## config.mk

```make
export PLATFORM = sky130hd
export DESIGN_NAME = fpadd_arbiter
export DESIGN_NICKNAME = d
export VERILOG_FILES = /design/src/rtl/fpadd_arbiter.sv
export SDC_FILE = /design/constraint.sdc
export NUM_CORES = 1
export LEC_CHECK = 0
export ABC_CLOCK_PERIOD_IN_PS = 1550
export CAP_MARGIN = 15
export CELL_PAD_IN_SITES_DETAIL_PLACEMENT = 1
export CELL_PAD_IN_SITES_GLOBAL_PLACEMENT = 1
export CORE_ASPECT_RATIO = 0.7
export CORE_MARGIN = 1.5
export CORE_UTILIZATION = 26
export DETAILED_ROUTE_END_ITERATION = 6
export PLACE_DENSITY_LB_ADDON = 0.12
export RECOVER_POWER = 50
export SYNTH_ARGS = -nofsm -noshare
export SYNTH_HDL_FRONTEND = slang
export SYNTH_SLANG_ARGS = --single-unit
```

## constraint.sdc

```tcl
create_clock -name clk -period 1.55 [get_ports clk]
set_input_delay 0.31 -clock clk [delete_from_list [all_inputs] [get_ports clk]]
set_output_delay 0.31 -clock clk [all_outputs]
set_load 0.01 [all_outputs]
```

## src/rtl/fpadd_arbiter.sv

```systemverilog
// ============================================================================
// Module   : fpadd_arbiter
// Brief    : Shares one combinational FP32 add/sub datapath between two
//            requesters. Round-robin grant, fixed ADD_LAT settle window,
//            result capture with overflow/underflow/invalid handling.
//            Optional macro FPADD_ARB_FIXED_PRIO_EN selects fixed priority
//            (port 0 wins contention) instead of round-robin.
// Revision : 1.0 - initial release
// ============================================================================
`default_nettype none

module fpadd_arbiter #(
    parameter int ADD_LAT = 2
) (
    input  logic        clk,
    input  logic        rst_n,
    input  logic        req0_valid_i,
    input  logic        req1_valid_i,
    output logic        req0_ready_o,
    output logic        req1_ready_o,
    input  logic [31:0] req0_a_i,
    input  logic [31:0] req0_b_i,
    input  logic [31:0] req1_a_i,
    input  logic [31:0] req1_b_i,
    input  logic        req0_sel_i,
    input  logic        req1_sel_i,
    output logic        rsp0_valid_o,
    output logic        rsp1_valid_o,
    input  logic        rsp0_ready_i,
    input  logic        rsp1_ready_i,
    output logic [31:0] rsp_data_o,
    output logic        rsp_ovf_o,
    output logic        rsp_unf_o,
    output logic        rsp_inv_o,
    output logic [31:0] fa_a_o,
    output logic [31:0] fa_b_o,
    output logic        fa_sel_o,
    input  logic [31:0] fa_s_i,
    input  logic        fa_overflow_i,
    input  logic        fa_underflow_i
);

    localparam logic [31:0] C_QNAN     = 32'h7FC0_0000;
    localparam logic [31:0] C_INF      = 32'h7F80_0000;
    localparam logic [3:0]  C_CNT_INIT = 4'(ADD_LAT - 1);

    typedef enum logic [1:0] {
        ST_IDLE = 2'd0,
        ST_EXEC = 2'd1,
        ST_RESP = 2'd2
    } state_e;

    state_e      state_q;
    logic [3:0]  cnt_q;
    logic        owner_q;
    logic        last_grant_q;   // 1 after reset so port 0 wins the first contention
    logic [31:0] opa_q;
    logic [31:0] opb_q;
    logic        sel_q;
    logic [31:0] rsp_data_q;
    logic        rsp_ovf_q;
    logic        rsp_unf_q;
    logic        rsp_inv_q;

    logic        grant_d;
    logic        hs_d;
    logic [31:0] a_d;
    logic [31:0] b_d;
    logic        sel_d;
    logic        inv_d;

    // Grant selection and operand mux for the requester that would be accepted
    always_comb begin
        grant_d = req1_valid_i;
        if (req0_valid_i && req1_valid_i) begin
`ifdef FPADD_ARB_FIXED_PRIO_EN
            grant_d = 1'b0;
`else
            grant_d = ~last_grant_q;
`endif
        end
        // Gated by rst_n so no ready is shown while reset is held
        req0_ready_o = rst_n && (state_q == ST_IDLE) && req0_valid_i && !grant_d;
        req1_ready_o = rst_n && (state_q == ST_IDLE) && req1_valid_i &&  grant_d;
        hs_d         = req0_ready_o || req1_ready_o;
        a_d          = grant_d ? req1_a_i   : req0_a_i;
        b_d          = grant_d ? req1_b_i   : req0_b_i;
        sel_d        = grant_d ? req1_sel_i : req0_sel_i;
        // Exponent all-ones means inf or NaN on either operand
        inv_d        = (&a_d[30:23]) || (&b_d[30:23]);
    end

    // Sequencer: accept, hold operands for the settle window, capture, respond
    always_ff @(posedge clk or negedge rst_n) begin
        if (!rst_n) begin
            state_q      <= ST_IDLE;
            cnt_q        <= 4'd0;
            owner_q      <= 1'b0;
            last_grant_q <= 1'b1;
            opa_q        <= 32'd0;
            opb_q        <= 32'd0;
            sel_q        <= 1'b0;
            rsp_data_q   <= 32'd0;
            rsp_ovf_q    <= 1'b0;
            rsp_unf_q    <= 1'b0;
            rsp_inv_q    <= 1'b0;
        end else begin
            case (state_q)
                ST_IDLE: begin
                    if (hs_d) begin
                        opa_q        <= a_d;
                        opb_q        <= b_d;
                        sel_q        <= sel_d;
                        owner_q      <= grant_d;
                        last_grant_q <= grant_d;
                        if (inv_d) begin
                            // Adder output is never looked at for this operation
                            rsp_data_q <= C_QNAN;
                            rsp_ovf_q  <= 1'b0;
                            rsp_unf_q  <= 1'b0;
                            rsp_inv_q  <= 1'b1;
                            state_q    <= ST_RESP;
                        end else begin
                            cnt_q   <= C_CNT_INIT;
                            state_q <= ST_EXEC;
                        end
                    end
                end
                ST_EXEC: begin
                    if (cnt_q == 4'd0) begin
                        // Overflow has priority over underflow
                        rsp_inv_q <= 1'b0;
                        if (fa_overflow_i) begin
                            rsp_data_q <= C_INF;
                            rsp_ovf_q  <= 1'b1;
                            rsp_unf_q  <= 1'b0;
                        end else if (fa_underflow_i) begin
                            rsp_data_q <= 32'd0;
                            rsp_ovf_q  <= 1'b0;
                            rsp_unf_q  <= 1'b1;
                        end else begin
                            rsp_data_q <= fa_s_i;
                            rsp_ovf_q  <= 1'b0;
                            rsp_unf_q  <= 1'b0;
                        end
                        state_q <= ST_RESP;
                    end else begin
                        cnt_q <= cnt_q - 4'd1;
                    end
                end
                ST_RESP: begin
                    if (owner_q ? rsp1_ready_i : rsp0_ready_i) begin
                        state_q <= ST_IDLE;
                    end
                end
                default: state_q <= ST_IDLE;
            endcase
        end
    end

    assign rsp0_valid_o = (state_q == ST_RESP) && !owner_q;
    assign rsp1_valid_o = (state_q == ST_RESP) &&  owner_q;
    assign rsp_data_o   = rsp_data_q;
    assign rsp_ovf_o    = rsp_ovf_q;
    assign rsp_unf_o    = rsp_unf_q;
    assign rsp_inv_o    = rsp_inv_q;
    assign fa_a_o       = opa_q;
    assign fa_b_o       = opb_q;
    assign fa_sel_o     = sel_q;

endmodule

`default_nettype wire

```

==> reports/summary.log <==
qor: detailed_routing.final_antenna_net_count 0
qor: detailed_routing.routedWlPerCell 20.2 um
qor: logic_synthesis.ffs_w_async_s_r_synth 1.00
qor: power.max-vdd-ir-drop 750 uV
qor: timing.finalSetupViolations 99
qor: cells_and_area.multi_input_combinational_cell_area 3310 um^2
qor: logic_synthesis.synthesis.yosys.warnings 0
qor: power.power_per_cell_area 1790 nW/um^2
qor: logic_synthesis.synth_top_family_by_area compound AO/OA/AOI/OAI gates
qor: timing.finalCritPeriodShare 1.10
qor: critical_path.arrival_time_at_the_worst_endpoint 1920 ps
qor: logic_synthesis.most_frequent_cells_after_synthesis dfrtp_1 (107), nand2_1 (95), o21ai_0 (67)
qor: critical_path.most_common_cell_on_crit_path nor2_4
qor: cells_and_area.layout.filler_cells 2129
qor: critical_path.crit_path_end_kind flop
qor: grt.first_global_vias 5975
qor: critical_path.worstPathCellList inv_2 -> ha_4 -> or3b_4 -> nor2_4 -> nor2_4 -> clkbuf_16 -> nand2_4 -> o311ai_4
qor: logic_synthesis.synth_fa_ha_area_frac 0.00467
qor: detailed_routing.finalWirelength 23.2 mm
qor: power.leakage 4.88 nW
qor: cells_and_area.final_util 0.542
qor: place.dp_hpwl 15.0 mm
qor: clock_tree.tritoncts_num_sinks 108
qor: floorplanning.ioPinCount 274
qor: critical_path.setup.worst_path.start cnt_q[0]
qor: detailed_routing.detail_route.vias_per_cell 4.84
qor: grt.globalRouteTotalUtil 0.205
qor: logic_synthesis.synth_edf_count 0
qor: place.place.gp.congestion 0.801
qor: critical_path.cp_max_fo 6
qor: logic_synthesis.synth.ff_latch_count 108
qor: floorplanning.dieWidth 175 um
qor: critical_path.critical_path_required 1770 ps
qor: critical_path.r2r_cells 8
qor: grt.global_route_wire_length_before_repair 33.8 mm
qor: logic_synthesis.largest_cells_by_area_after_synthesis dfrtp_1 (50%), mux2i_1 (12%), nand2_1 (6.7%)
qor: floorplanning.start_util 0.268
qor: logic_synthesis.synth_most_common_cell dfrtp_1
qor: logic_synthesis.synth_area_per_cell 10.0 um^2
qor: grt.grt_antenna_before_repair 0
qor: floorplanning.design.die.area 21500 um^2
qor: logic_synthesis.synth_compound_gate_area_share 0.159
qor: floorplanning.fp.dieH 123 um
qor: logic_synthesis.synthesis.instances 534
qor: clock_tree.cts.root.buffer_cell clkbuf_16
qor: detailed_routing.drc_markers 0
qor: logic_synthesis.synth_largest_type_area_fraction 0.500
qor: cells_and_area.area.growth.synth_to_final 103%
qor: min_path.worst_hold_path_type input pin to async pin
qor: timing.finClkSkew 8.31 ps
qor: detailed_routing.drt-initial-drc-count 195
qor: status.run_status complete, but fails checks
qor: timing.timing.final.crit_period 1710 ps
qor: clock_tree.clk_transition_reported_paths 80 ps
qor: floorplanning.core_area 20000 um^2
qor: logic_synthesis.synth.yosys.seq_area_share 0.505
qor: clock_tree.clk_path_buf_depth 2
qor: critical_path.critPathMaxStageDelay 400 ps
qor: clock_tree.postCtsHoldBufs 0
qor: logic_synthesis.synth_area 5360 um^2
qor: timing.hold_ws 291 ps
qor: logic_synthesis.synthSimpleGateAreaFrac 0.148
qor: cells_and_area.final_net_count 1051
qor: flow_run.max-cap-violations 0
qor: cells_and_area.diodes 0
qor: floorplanning.num_rows 43
qor: logic_synthesis.dominantRegCellSynth dfrtp_1
qor: place.placed_area 8750 um^2
qor: timing.grt_setup_unrepaired true
qor: place.port_buffers 273
qor: detailed_routing.via_count 5579
qor: detailed_routing.drt_first_pass_iters 4
qor: logic_synthesis.synth_largest_area_cell dfrtp_1
qor: status.failing_checks negative setup slack
qor: timing.clock.fmax 585 MHz
qor: timing.tightestPinTransition 1010 ps
qor: logic_synthesis.synth_fp_nets 706
qor: clock_tree.numCtsBuffers 9
qor: critical_path.worstSetupPathType flop to flop
qor: timing.final_hold_viols 0
qor: grt.overflow 0
qor: critical_path.critPathSlowestCell or3b_4
qor: cells_and_area.share_of_post_route_cells_with_drive_strength_above_1 0.331
qor: cells_and_area.final_cell_area 10800 um^2
qor: clock_tree.ctsHtreeMaxLevel 3
qor: timing.finalWorstSetupSlack -159 ps
qor: timing.drv_slew 0
qor: clock_tree.insertion_delay 350 ps
qor: timing.slew_headroom 0.324
qor: clock_tree.tritoncts done
qor: critical_path.worstSetupStartpointType flop
qor: cells_and_area.seq_area 2700 um^2
qor: logic_synthesis.muxShareOfSynthArea 0.124
qor: critical_path.reg2reg_from cnt_q[0]
qor: logic_synthesis.yosys.area_share.xor_xnor 0
qor: grt.grt_start_max_net_pins 42
qor: logic_synthesis.synth_cell_types 48
qor: timing.fin_tns_setup -8460 ps
qor: power.report.power.total 19.4 mW
[final timing paths]
kind                       slack (ps)             end
setup / recovery                 -160  rsp_data_o[18]
hold / removal                    290       fa_a_o[9]
setup reg to reg                 -160  rsp_data_o[18]
hold reg to reg                   480       fa_a_o[9]
max in group asynchronous         110      fa_a_o[28]
min in group clk                  340      fa_a_o[27]
[logic make-up after synthesis]
logic type / count (synthesis)
DFF: 108
muxes: 66
buffers and inverters: 65
AOI/OAI and AO/OA: 127
adders and majority gates: 2
and+or+nand+nor: 166
[cells in the final DEF, fill, tap and decap left out, types with 3 or more instances in the layout]
cell	synthesis	routed
nand2_1	95	23
o31a_1	10	10
buf_8	0	3
a21o_1	3	3
nor2b_1	8	8
nor2_4	1	5
o21ai_0	67	5
o32a_1	8	8
dlygate4sd2_1	0	102
nand2_4	1	43
buf_4	2	34
o311ai_4	0	11
nor2_2	1	6
buf_2	13	3
nand4_1	8	8
clkbuf_16	0	20
o21ai_2	1	39
dfrtp_1	107	107
o311ai_2	0	9
clkdlybuf4s50_1	0	165
mux2i_1	65	59
nor2_1	12	3
clkbuf_1	17	3
nand2_2	0	30
nand2b_1	3	3
inv_1	26	24
buf_6	7	22
buf_16	0	11
buf_12	0	19
nand3_1	23	20
o21ai_1	2	25
o311ai_1	20	3
nand3_2	0	3
mux2i_2	0	6
[power by group]
part	internal (mW)	leakage, nW	switching [mW]
sequential	4.21	1.31	1.25
clock	1.41	0.142	1.08
combinational	6.06	3.43	5.35
[critical path, delay by kind of cell, from the launching register on]
kind	cells	cell delay [ps]
adder cells (fa/ha/maj)	1	140
AND/OR/NAND/NOR	4	670
AO/OA/AOI/OAI	1	100
buffers and inverters	2	270
flip-flops	1	390
[per-stage QoR]
step	instances	worst slack, ps
after floorplan	534	-95.3
after global placement	1086	-499
after detailed placement	1086	-559
after CTS	1133	-173
after global routing	1153	-237
final	1153	-159
[state kept, by name (all words and copies together) (netlist names)]
register	count
owner_q	1
rsp_data_o	32
rsp_ovf_o	1
rsp_inv_o	1
fa_a_o	32
state_q	2
rsp_unf_o	1
cnt_q	4
fa_b_o	32
fa_sel_o	1
last_grant_q	1
[routing by layer]
layer	GRT usage	up-vias	wire, um
met5	0	-	0
met4	0.0459	0	295
met3	0.0477	21	1220
met2	0.359	176	11700
met1	0.260	2784	10100
li1	-	2598	-
[layout make-up]
type / count / share of cell area
clock inverter: 4 / 0.00692
sequential: 108 / 0.249
inverter: 26 / 0.00900
clock buffer: 11 / 0.0215
timing repair buffer: 373 / 0.377
tap: 270 / 0.0311
multi-input combinational: 361 / 0.305
[timing repair]
item	CTS	global route
gates cloned	13	10
resized for setup	233	233
setup buffers	19	15
pin swaps	15	73
endpoints found under the setup margin	199	111
(Power assumes the default switching activity.)
